===== config.mk =====
export PLATFORM = sky130hd
export DESIGN_NAME = int_source_arbiter
export DESIGN_NICKNAME = d
export VERILOG_FILES = /design/src/rtl/int_source_arbiter.sv
export SDC_FILE = /design/constraint.sdc
export NUM_CORES = 1
export LEC_CHECK = 0
export BUFFER_PORTS_ARGS = -buffer_cell sky130_fd_sc_hd__buf_2
export CAP_MARGIN = 20
export CORE_MARGIN = 2
export CORE_UTILIZATION = 50
export DETAILED_ROUTE_END_ITERATION = 12
export PLACE_DENSITY = 0.81
export SYNTH_ARGS = -nofsm -noshare
export SYNTH_HDL_FRONTEND = slang
export SYNTH_SLANG_ARGS = --single-unit

===== constraint.sdc =====
create_clock -name CLK -period 4.3 [get_ports CLK]
set_input_delay 0 -clock CLK [delete_from_list [all_inputs] [get_ports CLK]]
set_output_delay 0 -clock CLK [all_outputs]
set_load 0.01 [all_outputs]

===== src/rtl/int_source_arbiter.sv =====
// Expansion interrupt collector: synchronises N edge-triggered sources, latches them as pending,
// and exposes enable/status/round-robin cause/acknowledge registers on the 68000 bus.
module int_source_arbiter #(
    parameter int unsigned N    = 4,
    parameter logic [23:0] BASE = 24'hE90000
) (
    input  logic          CLK,
    input  logic          RESET_n,
    input  logic [23:1]   ADDR,
    input  logic          AS_n,
    input  logic          UDS_n,
    input  logic          LDS_n,
    input  logic          RW,
    input  logic [15:0]   DIN,
    output logic [15:0]   DOUT,
    output logic          DOE,
    input  logic [N-1:0]  src,
    output logic          int_out
);

    logic [N-1:0] s1_q, s2_q, s3_q;
    logic [N-1:0] pending_q, pending_d;
    logic [N-1:0] enable_q, enable_d;
    logic [3:0]   rr_q, rr_d;
    logic         int_q, int_d;
    logic         wr_done_q, wr_done_d;
    logic         doe_q, doe_d;
    logic [15:0]  dout_q, dout_d;

    logic [N-1:0] rise, pe, ack_clr, gnt_oh;
    logic [3:0]   gnt_idx;
    logic         gnt_valid;
    logic         sel, wr_fire;
    logic [15:0]  rdata;
    logic [4:0]   target;
    logic         unused_din;

    assign unused_din = ^DIN;

    assign rise    = s2_q & ~s3_q;
    assign pe      = pending_q & enable_q;
    assign sel     = (ADDR[23:3] == BASE[23:3]) && !AS_n && (!UDS_n || !LDS_n);
    assign wr_fire = sel && !RW && !wr_done_q;
    assign ack_clr = (wr_fire && ADDR[2:1] == 2'd3) ? DIN[N-1:0] : '0;

    // Scan forward from rr_ptr, wrapping, for the first enabled pending source.
    always_comb begin
        gnt_valid = 1'b0;
        gnt_idx   = '0;
        gnt_oh    = '0;
        target    = '0;
        for (int unsigned k = 0; k < N; k++) begin
            target = {1'b0, rr_q} + 5'(k);
            if (target >= 5'(N)) target = target - 5'(N);
            for (int unsigned i = 0; i < N; i++) begin
                if (!gnt_valid && pe[i] && target == 5'(i)) begin
                    gnt_valid = 1'b1;
                    gnt_idx   = 4'(i);
                    gnt_oh[i] = 1'b1;
                end
            end
        end
    end

    always_comb begin
        rdata = '0;
        unique case (ADDR[2:1])
            2'd0: begin
                rdata[N-1:0] = pending_q;
                rdata[15]    = int_q;
            end
            2'd1: rdata[N-1:0] = enable_q;
            2'd2: begin
                if (gnt_valid) begin
                    rdata[3:0] = gnt_idx;
                    rdata[15]  = 1'b1;
                end
            end
            default: rdata = '0;
        endcase
    end

    always_comb begin
        enable_d = enable_q;
        if (wr_fire && ADDR[2:1] == 2'd1) begin
            if (DIN[15]) enable_d = enable_q | DIN[N-1:0];
            else         enable_d = enable_q & ~DIN[N-1:0];
        end

        // A rise on the same edge as an acknowledge wins.
        pending_d = (pending_q & ~ack_clr) | rise;

        rr_d = rr_q;
        if (|(ack_clr & gnt_oh)) begin
            rr_d = (gnt_idx == 4'(N - 1)) ? 4'd0 : gnt_idx + 4'd1;
        end

        int_d = |pe;

        wr_done_d = wr_done_q;
        if (AS_n)         wr_done_d = 1'b0;
        else if (wr_fire) wr_done_d = 1'b1;

        doe_d  = doe_q;
        dout_d = dout_q;
        if (AS_n) begin
            doe_d  = 1'b0;
            dout_d = '0;
        end else if (sel && RW && !doe_q) begin
            doe_d  = 1'b1;
            dout_d = rdata;
        end
    end

    always_ff @(posedge CLK or negedge RESET_n) begin
        if (!RESET_n) begin
            s1_q      <= '0;
            s2_q      <= '0;
            s3_q      <= '0;
            pending_q <= '0;
            enable_q  <= '0;
            rr_q      <= '0;
            int_q     <= 1'b0;
            wr_done_q <= 1'b0;
            doe_q     <= 1'b0;
            dout_q    <= '0;
        end else begin
            s1_q      <= src;
            s2_q      <= s1_q;
            s3_q      <= s2_q;
            pending_q <= pending_d;
            enable_q  <= enable_d;
            rr_q      <= rr_d;
            int_q     <= int_d;
            wr_done_q <= wr_done_d;
            doe_q     <= doe_d;
            dout_q    <= dout_d;
        end
    end

    assign DOUT    = dout_q;
    assign DOE     = doe_q;
    assign int_out = int_q;

endmodule

### Word level (Yosys, flattened, before mapping)

Cells that the tools add are included.
W data, S select, Z words.

| word-level totals | value |
|---|---|
| flip-flop bits (word level) | 43 |
| input port bits | 49 |
| output and inout bits | 18 |
| logic and storage cells | 182 |

| operators by class | value |
|---|---|
| add/sub/neg operators | 8 |
| magnitude comparators | 4 |
| equal/unequal tests | 17 |
| mux-type cells | 63 |
| bitwise operators | 10 |
| reductions and logical operators | 70 |

Operators by type and width:

| operator | count |
|---|---|
| $mux W4 | 18 |
| $eq A5 B2 Y1 const B | 8 |
| $logic_and A1 B1 Y1 | 39 |
| $mux W1 | 37 |
| $mux W16 | 2 |
| $eq A21 B21 Y1 const B | 1 |
| $logic_not A1 Y1 | 21 |
| $and A4 B4 Y4 | 5 |
| $eq A5 B1 Y1 const B | 4 |
| $logic_not A5 Y1 | 4 |
| $mux W5 | 4 |
| $ge A5 B3 Y1 const B | 3 |
| $sub A5 B3 Y5 const B | 3 |
| $not A4 Y4 | 3 |
| $pmux W4 S3 | 1 |
| $add A4 B2 Y5 const B | 2 |
| $or A4 B4 Y4 | 2 |
| $reduce_or A4 Y1 | 2 |
| $add A4 B1 Y5 const B | 1 |
| $sub A4 B3 Y5 const B | 1 |
| $add A4 B1 Y4 const B | 1 |
| $eq A2 B2 Y1 const B | 2 |
| $eq A4 B2 Y1 const B | 1 |
| $ge A4 B3 Y1 const B | 1 |
| other kinds (5) | 6 |

### Logic depth before layout (Yosys ltp)

| depth | value |
|---|---|
| depth after elaboration | 69 |
| depth in mapped cells | 9 |
| gate-level depth less buffers | 8 |

### Least setup slack after synthesis

OpenSTA, ideal clock, no wires.

| path | value |
|---|---|
| path kind | flip-flop to flip-flop |
| start | register rr_q[1] |
| end | register rr_q[0] |
| setup time | 125 ps |
| arrival time | 2041 ps |
| data required time | 4175 ps |
| path slack | 2135 ps |
| cell stages (with the launch flop) | 10 |
| path buffers | 1 |
| period minus slack after synthesis | 2165 ps |
| cells stage by stage | dfrtp_1 buf_2 nor2_2 inv_1 ha_1 nor4_1 a211oi_1 a31oi_1 a21oi_1 mux2_2 |

| between the ends | value |
|---|---|
| longest elaborated chain between the ends | 67 |
| elaborated cells between the ends (all ways) | 127 |
| those cells by class | add/sub (8); order compare (4); eq/ne (13); mux (50); bitwise (1); reduce/logical (51) |

Ends and longest elaborated chain:

| what | RTL line | source |
|---|---|---|
| from (decl) | 24 | `logic [3:0] rr_q, rr_d;` |
| from (signal assigned) | 133 | `rr_q <= rr_d;` |
| $sub A4 B3 Y5 or $ge A4 B3 Y1 (tied branches) | 54 | `if (target >= 5'(N)) target = target - 5'(N);` |
| $mux W5 | 54 |  |
| $logic_not A5 Y1 | 56 | `if (!gnt_valid && pe[i] && target == 5'(i)) begin` |
| $logic_and A1 B1 Y1 | 56 |  |
| $mux W1 | 56 |  |
| $logic_not A1 Y1 | 56 |  |
| $logic_and A1 B1 Y1 (2 in series) | 56 |  |
| $mux W1 | 56 |  |
| [... 48 more ...] | n/a |  |
| $logic_not A1 Y1 | 56 |  |
| $logic_and A1 B1 Y1 (2 in series) | 56 |  |
| $mux W1 | 56 |  |
| $logic_not A1 Y1 | 56 |  |
| $logic_and A1 B1 Y1 (2 in series) | 56 |  |
| $mux W4 or $mux W1 (tied branches) | 56 |  |
| $add A4 B1 Y4, or another cell as far along | 95 | `rr_d = (gnt_idx == 4'(N - 1)) ? 4'd0 : gnt_idx + 4'd1;` |
| $mux W4 or $reduce_or A4 Y1 (tied branches) | 95, 94 |  |

Several ways; a longest one is shown, not always the timed one.
A chain may end at the register's enable or synchronous reset.

### Final worst setup path

| path | value |
|---|---|
| start | register rr_q[0] |
| end | register rr_q[0] |

The elaborated chain is that of the path after synthesis.

==> qor.yml <==
run_status:
  status: "finished clean"
die:
  die_x_um: 63.2
  dieArea_mm2: 0.00400
  boundaryPins: 67
  die_h_um: 63.2
  core_mm2: 0.00336
  initial_utilization: 0.522
  rows: 21
critical_path:
  worstPathArrival_ns: 2.96
  critPathMaxFanout: 18
  worstPathRequired_ns: 4.51
  endpoint_kind: "flip-flop"
  cp-start-kind: "flip-flop"
  worstSetupPathType: "flip-flop to flip-flop"
  r2r_cells: 8
  crit_chain: "nand2_1, ha_1, nand3b_1, nor2_1, nor4_4, a221oi_1, a21oi_1, mux2_2"
  crit_slowest_cell: "dfrtp_1"
  max_stage_delay_ns: 0.68
logic_synthesis:
  syn_inst: 178
  ys_types: 49
  seq_area_frac_synth: 0.428
  ys_warn_count: 0
  syn_area_per_cell_um2: 9.85
  synthesis.area_mm2: 0.00175
  ys_ff_latch: 30
  synth_edf_count: 0
  synth_ff_type: "dfrtp_1"
  async_flop_share: 1.00
layout:
  final_common_cell: "buf_2"
  diodes: 0
  drive_gt1_frac: 0.257
  instances_no_fill: 283
  final_cell_mix: "buf_2 (44), dfrtp_1 (30), nand2_1 (17)"
  layout.nets: 289
  area_growth_pct: 24.3
  postLayoutCoreUtil: 0.648
place:
  place_hpwl_um: 2670
  gp_congestion: 0.966
  dp.cells: 262
  io_buffers: 44
timing:
  finalSetupTns_ns: 0
  fin_skew_ns: 0.00767
  worstMarginPinSlew_ns: 0.631
  period_share: 0.641
  relSlewSlack: 0.579
  setup_viol: 0
  slew_violations: 0
  min_period_ns: 2.76
  fmax_mhz: 363
  finalHoldViolations: 0
  grt_setup_unrepaired: "no"
power:
  ir_drop_uv: 222
  power_mw: 0.561
  leakagePower_nw: 1.04
  pwr_density_cell_mw_per_mm2: 257
cts:
  cts_hold_buf: 14
  htreeDepth: 2
  clock_path_buffers: 2
  cts_setup_buffers: 0
  cts.repair.resized: 0
  clk_latency_ns: 0.32
  cts_tree: "done"
  clockRootBuffer: "clkbuf_4"
  numCtsBuffers: 5
  path_clk_slew_ns: 0.09
  clock_sinks: 30
routing:
  wl_per_cell_um: 13.0
  met2_length_um: 1780
  wl_met1_um: 1550
  viasPerCell: 5.47
  met3RoutedLength_um: 282
  ant_nets: 0
  drt-total-wl_um: 3670
  drtIter0Drc: 85
  firstDrtPassIters: 5
  drc_errors: 0
  vias: 1548
  highest_layer: "met4"
worst_hold_path:
  hp-class: "input port to flip-flop"
  min_path_cells: 3
grt:
  grt_pass1_wl_um: 6330
  grt_pass1_vias: 1460
  grt_remaining_overflow: 0
  antenna_found_initial: 0
  grt_max_degree: 31
  track_usage: 0.201
run:
  max_cap_violations: 0
## power by group
| group | internal, mW | leakage [nW] | switching, mW |
|---|---|---|---|
| Combinational | 0.0241 | 0.627 | 0.0244 |
| Sequential | 0.288 | 0.371 | 0.00196 |
| Clock | 0.135 | 0.0443 | 0.0877 |
## synthesized netlist by cell type, drive strengths merged (2+ instances only)
master | n | area [um^2]
ha | 3 | 37.5
o21ai | 7 | 35.0
a21oi | 7 | 35.0
clkbuf | 3 | 12.5
o41ai | 3 | 26.3
conb | 2 | 7.51
and2 | 4 | 25.0
or3b | 3 | 26.3
a211oi | 2 | 15.0
nor3 | 2 | 15.0
o211ai | 2 | 15.0
nand3 | 6 | 30.0
o211a | 2 | 20.0
dfrtp | 30 | 751
nor2 | 9 | 36.3
and3 | 2 | 12.5
mux2i | 6 | 60.1
mux2 | 5 | 56.3
nand2 | 17 | 63.8
nand3b | 3 | 22.5
nand4 | 2 | 12.5
nor4 | 6 | 52.6
nand4b | 3 | 26.3
inv | 9 | 33.8
a22o | 6 | 52.6
buf | 15 | 105
nor4b | 3 | 32.5
nand2b | 2 | 12.5
## kinds of logic after synthesis
kind of cell	Yosys count	synth area share
buf+inv	27	0.0863
mux	11	0.0663
simple gates	68	0.244
fa+ha+maj	3	0.0214
other cells	2	0.00428
flops	30	0.428
compound gates	37	0.150
## metal layers
layer	track usage	up-vias
met4	0.0679	0
met1	0.258	727
li1	-	745
met5	0	-
met3	0.0607	10
met2	0.326	66
## state kept, by name, summed over array words and instances, names as in the netlist
signal / flops
DOE: 1
wr_done_q: 1
pending_q: 4
s3_q: 4
rr_q: 2
s1_q: 4
s2_q: 4
DOUT: 5
enable_q: 4
int_out: 1
## metrics by stage
stage,cell area [um^2],setup WS [ns],hold slack (ns)
after floorplan,1800,2.13,-0.296
after global placement,1960,1.62,0.0538
final,2180,1.54,0.0165
after detailed placement,1960,1.63,0.0628
after CTS,2180,1.61,0.00315
after global routing,2180,1.31,0.00273
## path summary, 6_finish.rpt
path / start / end / slack (ns)
max in group asynchronous: RESET_n / DOUT[15] / 3.67
max: rr_q[0] / rr_q[0] / 1.54
max reg2reg: rr_q[0] / rr_q[0] / 1.54
min in group asynchronous: RESET_n / s1_q[0] / 0.21
min: DIN[2] / pending_q[2] / 0.02
min reg2reg: s1_q[2] / s2_q[2] / 0.35
## critical path, delay by kind of cell (launching register included)
kind	cells	cell delay (ns)
simple gates	4	0.78
flops	1	0.68
compound gates	2	0.57
fa+ha+maj	1	0.34
mux	1	0.29
## final cells by class
cell class	count	area, um^2
timing repair buffer	58	360
clock buffer	6	51.3
fill	271	1180
tap	46	57.6
sequential	30	751
multi-input combinational	133	897
clock inverter	1	30.0
inverter	9	33.8
(Power assumes the default switching activity.)
